<file path="src/rtl/i2c_slave_phy.sv">
// I2C slave bit engine: input filtering, START/STOP detection,
// address match, byte shifting and ACK handling.
module i2c_slave_phy #(
  parameter int FILTER_LEN = 3
) (
  input  logic       clk,
  input  logic       reset,
  input  logic       scl_in,
  input  logic       sda_in,
  output logic       sda_oe,
  input  logic [6:0] address,
  input  logic [7:0] datasend,
  output logic       sended,
  output logic [7:0] datareceive,
  output logic       received,
  output logic       busy
);

  typedef enum logic [2:0] {
    IDLE, ADDR, ADDR_ACK, RX_DATA,
    RX_ACK, TX_DATA, TX_ACK, WAIT_STOP
  } state_t;

  logic [1:0] scl_sync, sda_sync;
  logic [FILTER_LEN-1:0] scl_hist, sda_hist;
  logic scl_f, sda_f, scl_d, sda_d;
  logic scl_rise, scl_fall, start, stop;

  state_t state, state_n;
  logic [2:0] cnt, cnt_n;
  logic [7:0] sr, sr_n;
  logic [7:0] drx_n;
  logic rw, rw_n, full, full_n, nack, nack_n;
  logic oe_n, snd_n, rcv_n, bsy_n;

  // Filtered level only moves once the whole history agrees
  always_comb begin
    scl_f = (&scl_hist) ? 1'b1 : (~|scl_hist) ? 1'b0 : scl_d;
    sda_f = (&sda_hist) ? 1'b1 : (~|sda_hist) ? 1'b0 : sda_d;
    scl_rise = scl_f & ~scl_d;
    scl_fall = ~scl_f & scl_d;
    start = scl_f & scl_d & sda_d & ~sda_f;
    stop = scl_f & scl_d & ~sda_d & sda_f;
  end

  always_ff @(posedge clk) begin
    if (!reset) begin
      scl_sync <= '1;
      sda_sync <= '1;
      scl_hist <= '1;
      sda_hist <= '1;
      scl_d <= 1'b1;
      sda_d <= 1'b1;
    end else begin
      scl_sync <= {scl_sync[0], scl_in};
      sda_sync <= {sda_sync[0], sda_in};
      scl_hist <= {scl_hist[FILTER_LEN-2:0], scl_sync[1]};
      sda_hist <= {sda_hist[FILTER_LEN-2:0], sda_sync[1]};
      scl_d <= scl_f;
      sda_d <= sda_f;
    end
  end

  always_ff @(posedge clk) begin
    if (!reset) begin
      state <= IDLE;
      cnt <= '0;
      sr <= '0;
      rw <= 1'b0;
      full <= 1'b0;
      nack <= 1'b0;
      sda_oe <= 1'b0;
      sended <= 1'b0;
      received <= 1'b0;
      datareceive <= '0;
      busy <= 1'b0;
    end else begin
      state <= state_n;
      cnt <= cnt_n;
      sr <= sr_n;
      rw <= rw_n;
      full <= full_n;
      nack <= nack_n;
      sda_oe <= oe_n;
      sended <= snd_n;
      received <= rcv_n;
      datareceive <= drx_n;
      busy <= bsy_n;
    end
  end

  always_comb begin
    state_n = state;
    cnt_n = cnt;
    sr_n = sr;
    rw_n = rw;
    full_n = full;
    nack_n = nack;
    oe_n = sda_oe;
    snd_n = sended;
    rcv_n = received;
    drx_n = datareceive;
    bsy_n = busy;
    if (start) begin
      state_n = ADDR;
      cnt_n = '0;
      full_n = 1'b0;
      bsy_n = 1'b1;
      oe_n = 1'b0;
      rcv_n = 1'b0;
      snd_n = 1'b0;
    end else if (stop) begin
      state_n = IDLE;
      bsy_n = 1'b0;
      oe_n = 1'b0;
      rcv_n = 1'b0;
      snd_n = 1'b0;
    end else begin
      unique case (state)
        IDLE: ;
        ADDR: begin
          if (scl_rise) begin
            sr_n = {sr[6:0], sda_f};
            cnt_n = cnt + 3'd1;
            if (cnt == 3'd7) begin
              if (sr[6:0] == address) begin
                state_n = ADDR_ACK;
                rw_n = sda_f;
              end else begin
                state_n = WAIT_STOP;
              end
            end
          end
        end
        ADDR_ACK: begin
          // First fall starts the ACK, second fall ends it
          if (scl_fall) begin
            cnt_n = '0;
            if (!sda_oe) begin
              oe_n = 1'b1;
            end else if (rw) begin
              sr_n = datasend;
              oe_n = ~datasend[7];
              state_n = TX_DATA;
            end else begin
              oe_n = 1'b0;
              full_n = 1'b0;
              state_n = RX_DATA;
            end
          end
        end
        RX_DATA: begin
          if (scl_rise) begin
            sr_n = {sr[6:0], sda_f};
            cnt_n = cnt + 3'd1;
            if (cnt == 3'd7) full_n = 1'b1;
          end else if (scl_fall && full) begin
            drx_n = sr;
            rcv_n = 1'b1;
            oe_n = 1'b1;
            full_n = 1'b0;
            state_n = RX_ACK;
          end
        end
        RX_ACK: begin
          if (scl_fall) begin
            oe_n = 1'b0;
            rcv_n = 1'b0;
            cnt_n = '0;
            state_n = RX_DATA;
          end
        end
        TX_DATA: begin
          if (scl_fall) begin
            if (cnt == 3'd7) begin
              oe_n = 1'b0;
              state_n = TX_ACK;
            end else begin
              sr_n = {sr[6:0], 1'b0};
              oe_n = ~sr[6];
              cnt_n = cnt + 3'd1;
            end
          end
        end
        TX_ACK: begin
          if (scl_rise) begin
            snd_n = 1'b1;
            nack_n = sda_f;
          end else if (scl_fall && sended) begin
            snd_n = 1'b0;
            cnt_n = '0;
            if (!nack) begin
              sr_n = datasend;
              oe_n = ~datasend[7];
              state_n = TX_DATA;
            end else begin
              state_n = WAIT_STOP;
            end
          end
        end
        WAIT_STOP: oe_n = 1'b0;
        default: state_n = IDLE;
      endcase
    end
  end

endmodule
</file>
<file path="config.mk">
export PLATFORM = sky130hd
export DESIGN_NAME = i2c_slave_phy
export DESIGN_NICKNAME = d
export VERILOG_FILES = /design/src/rtl/i2c_slave_phy.sv
export SDC_FILE = /design/constraint.sdc
export NUM_CORES = 1
export LEC_CHECK = 0
export CORE_ASPECT_RATIO = 0.6
export CORE_MARGIN = 1
export CORE_UTILIZATION = 50
export DETAILED_ROUTE_END_ITERATION = 6
export PLACE_DENSITY_LB_ADDON = 0.25
export SLEW_MARGIN = 20
export SYNTH_ARGS = -nofsm -noshare
export SYNTH_HDL_FRONTEND = slang
export SYNTH_SLANG_ARGS = --single-unit
</file>
<file path="constraint.sdc">
create_clock -name clk -period 2.7 [get_ports clk]
set_input_delay 0.81 -clock clk [delete_from_list [all_inputs] [get_ports clk]]
set_output_delay 0.81 -clock clk [all_outputs]
set_load 0.05 [all_outputs]
</file>
* After elaboration in Yosys (flattened, before gate mapping)
Index checks and enable logic that the tools add are counted.
Storage, ports and cells: output and inout bits 12, word-level logic and storage cells 167, input port bits 19, register bits after elaboration 41
Operators by class: add/sub/neg operators 1, mux-type cells 62, bitwise logic cells 17, reduce and logical (&&, ||, !) cells 30, equal/unequal tests 39
Operator list (number):
- $mux 8 | 9
- $mux 3 | 19
- $ne 4x4->1 const B | 11
- $reduce_and 12->1 | 3
- $pmux 8 s4 | 1
- $ne 2x2->1 const B | 15
- $mux 1 | 27
- $pmux 3 s6 | 1
- $eq 3x3->1 const B | 5
- $pmux 3 s4 | 1
- $reduce_bool 6->1 | 2
- $not 1->1 | 10
- $reduce_and 9->1 | 1
- $reduce_or 3->1 | 3
- $reduce_and 4->1 | 2
- $reduce_and 8->1 | 1
- $reduce_bool 2->1 | 4
- $reduce_bool 4->1 | 2
- $reduce_bool 8->1 | 1
- $and 1x1->1 | 7
- $eq 7x7->1 | 1
- $reduce_and 7->1 | 1
- $eq 3x2->1 const B | 2
- $ne 3x3->1 const B | 2
- other kinds (12) | 18

* Depth between registers and ports, before layout
Gate-level depths: netlist of run 1.
word-level depth 11, depth in mapped cells 7, depth with buffers taken out 7

* Worst setup path before layout of run 1
OpenSTA, ideal clock, no wires.
path kind input-to-reg, from input address[2], to register state[0], stages 5, data required time 2.578 ns, setup slack 0.665 ns, path buffers 0, setup time 0.122 ns, arrival 1.914 ns, cell sequence xor2_1 nor4_1 a22o_1 a21oi_1 o311a_1
On the way: cells in the longest elaborated chain, start to end 7
RTL lines:
- from (decl) | line 11 | input logic [6:0] address,
- $eq 7x7->1 | line 126 | if (sr[6:0] == address) begin
- $mux 3 | line 126
- $mux 3 | line 125 | if (cnt == 3'd7) begin
- $mux 3 | line 122 | if (scl_rise) begin
- $pmux 3 s6 | line 119 | unique case (state)
- $mux 1 | line 112 | end else if (stop) begin
- $mux 1 | line 104 | if (start) begin
- to (signal assigned) | line 78 | state <= state_n;
- to (decl) | line 29 | state_t state, state_n;
Every way passes these cells. The select of a mux whose other input is x is not followed. A chain may end at the register's enable or synchronous reset.

* Final worst setup path of run 1
from register sda_oe, to output sda_oe
RTL lines:
- from (decl) | line 10 | output logic sda_oe,
- from (signal assigned) | line 84 | sda_oe <= oe_n;
No word-level cell between the ends.

==> metrics.txt, run 1 <==
status finished clean; Critical R2R Launch scl_hist[0]; Starting DRT DRC Count 252; first-pass GRT wire length 7850 um; num ports 31; Crit Path Category flop to output port; Crit path largest cell delay 0.85 ns; WL final 4990 um; WP data arrival 1.61 ns; largest net degree at the start of global routing 21; Post-synth top cells dfxtp_1, nand2_1, mux2i_1, a21oi_1, nor2b_1; Post-CTS Hold Buffers 0; number of flops mapped to enable cells by yosys 0; Worst Setup Start Kind flop; Resize count post-CTS 0; routed len/inst 14.9 um; synth top area cells dfxtp_1, mux2i_1, nand2_1, nor2b_1, a21oi_1; synth warn 0; worst slew pin tran 0.712 ns; vias in the first global route 1596; Final Hold Vio Count 0; grt total ovfl 0; Die H 52.6 um; Layout Cells excl Fill 334; layout cell share with drive strength beyond 1 10.8%; worst hold start sda_sync[1]; Cell Area, Synth 2140 um2; Mapped Cells 242; Hold/Removal Path Class flop to flop; Ant. Diodes 0; initial core utilization 55.2%; R2R depth 5; Cell variety after synth 47; Buf/Inv on CP 1; most numerous cell in the Yosys netlist dfxtp_1; area of the die 4550 um2; Inst Count DP 326; core outline area 3870 um2; HPWL Detailed 3710 um; Worst path top cell family by delay buffers and inverters; top_reg_cell synth dfxtp_1; Placer Congestion 0.920; number of max-cap violations 0; Port Buffers 30; initial antenna violation count 0; die outline width 86.4 um; via count 1880; top cell type by total area after synthesis dfxtp_1; peak supply drop 0.000434 V; first-pass iteration count of the detailed router 4; RSZ-0062 raised after global routing false; Clock Pin Slew Worst Setup and Hold Paths 0.08 ns; Yosys top cell area share 38.4%; H-tree levels 2; critical path depth 1; Pwr per Cell Area 418 nW/um2; fmax 414 MHz; #FFs+latches synth 41; asr flop ratio synth 0%; WHS 0.414 ns; Slowest-stage cell, CP clkdlybuf4s50_1; max_slew headroom 52.5%; P_leak 1.10 nW; Mean Syn Cell Area 8.83 um2; Total Neg Setup Slack 0 ns; total CTS buffers 5; required time worst endpoint 1.89 ns; clk_skew 0.00581 ns; Setup Viol. Count Final 0; number of vias per cell 5.63; DRC 0; period utilization 89.6%; Max clock buf depth 2; min Tclk post-route 2.42 ns; Antenna Nets Post-Route 0; post-synthesis sequential area ratio 38.4%; all-layer global routing usage 23.5%; hold path cells 1; clock sink total 41; post-CTS setup buffers 0; power consumption 1.10 mW; critical-path cell list clkdlybuf4s50_1; Slew Limit Fails 0; CTS tree yes; critical path startpoint sda_oe; row count 17; critical path endpoint category output port; Root Driver clkbuf_8; post-synth net total 263; Layout area overhead 22.7%; worst skew pair latency 0.30 ns; crit-path max FO 6; Final nets 297
-- cell usage in the layout, fill, tap and decap left out, types with 2 or more instances in the layout --
cell type | netlist | routed
a21oi_1 | 15 | 15
nand4_1 | 3 | 3
a31oi_1 | 2 | 2
a22o_1 | 3 | 3
nor2b_1 | 15 | 15
clkbuf_8 | 0 | 6
dfxtp_1 | 41 | 41
nor4b_1 | 2 | 2
o311a_1 | 2 | 2
inv_1 | 10 | 10
nand2b_1 | 12 | 12
nor3_1 | 6 | 6
a21o_1 | 2 | 2
o21a_1 | 2 | 2
a21boi_0 | 2 | 2
clkdlybuf4s50_1 | 0 | 30
nand2_1 | 28 | 28
nor2_1 | 9 | 9
ha_1 | 2 | 2
nand3_1 | 3 | 3
a211oi_1 | 2 | 2
a311o_1 | 3 | 3
o31ai_1 | 4 | 4
or2_2 | 2 | 2
or3_1 | 2 | 2
buf_4 | 0 | 8
xor2_1 | 7 | 7
o21ai_0 | 11 | 11
mux2i_1 | 18 | 18
mux2_2 | 6 | 6
-- through the flow --
stage / utilization (%) / setup WS (ns) / area, um2
2_1_floorplan: - / 0.665 / 2140
3_3_place_gp: 65.3 / 0.287 / 2530
3_5_place_dp: 65.3 / 0.248 / 2530
4_1_cts: 67.7 / 0.267 / 2620
5_1_grt: 67.7 / 0.221 / 2620
6_report: 67.7 / 0.282 / 2620
-- cell type report --
class,instances,area (um2)
multi-input combinational,180,1240
clock buffer,6,82.6
sequential,41,821
tap,57,71.3
inverter,10,37.5
timing repair buffer,38,360
clock inverter,2,13.8
fill,341,1250
-- kinds of logic after synthesis --
kind of cell	count (synthesis)	synth area share, %
flip-flops	41	38.4
adder cells (fa/ha/maj)	2	1.17
AND/OR/NAND/NOR	91	23.1
AO/OA/AOI/OAI	56	19.1
XOR/XNOR	7	2.87
buffers and inverters	21	3.75
multiplexers	24	11.6
-- path summary, 6_finish.rpt --
path / end / slack (ns)
worst max-delay path: sda_oe / 0.28
worst min-delay path: sda_hist[0] / 0.41
worst max register to register: state[0] / 0.45
worst min register to register: sda_hist[0] / 0.41
-- flip-flops by register name, summed over array words and instances, names as in the netlist --
signal	count
sr	8
cnt	3
scl_sync	2
received	1
busy	1
sda_d	1
state	3
scl_d	1
datareceive	8
nack	1
sended	1
sda_hist	3
scl_hist	3
full	1
sda_oe	1
rw	1
sda_sync	2
-- where the power goes --
group | total (mW) | leakage, nW | switching, mW | internal, mW
Clock | 0.424 | 0.0512 | 0.217 | 0.207
Combinational | 0.0617 | 0.722 | 0.0229 | 0.0388
Sequential | 0.611 | 0.332 | 0.00240 | 0.608
Total | 1.10 | 1.10 | 0.242 | 0.854
-- routing by layer --
metal  vias up  routed length [um]  global-route usage [%]
met2        63                2020                    31.5
met5         -                   0                       0
met1       871                2540                    34.7
met4         0                  54                    8.06
met3         9                 372                    7.24
li1        937                   -                       -
(Power assumes the default switching activity.)
==> inputs of run 2 (changes only) <==
- SKIP_LAST_GASP: not set -> 1
- SLEW_MARGIN: 20 -> 5
==> results of run 2 <==
No change in the layout: final DEF, timing and power equal those of run 1.
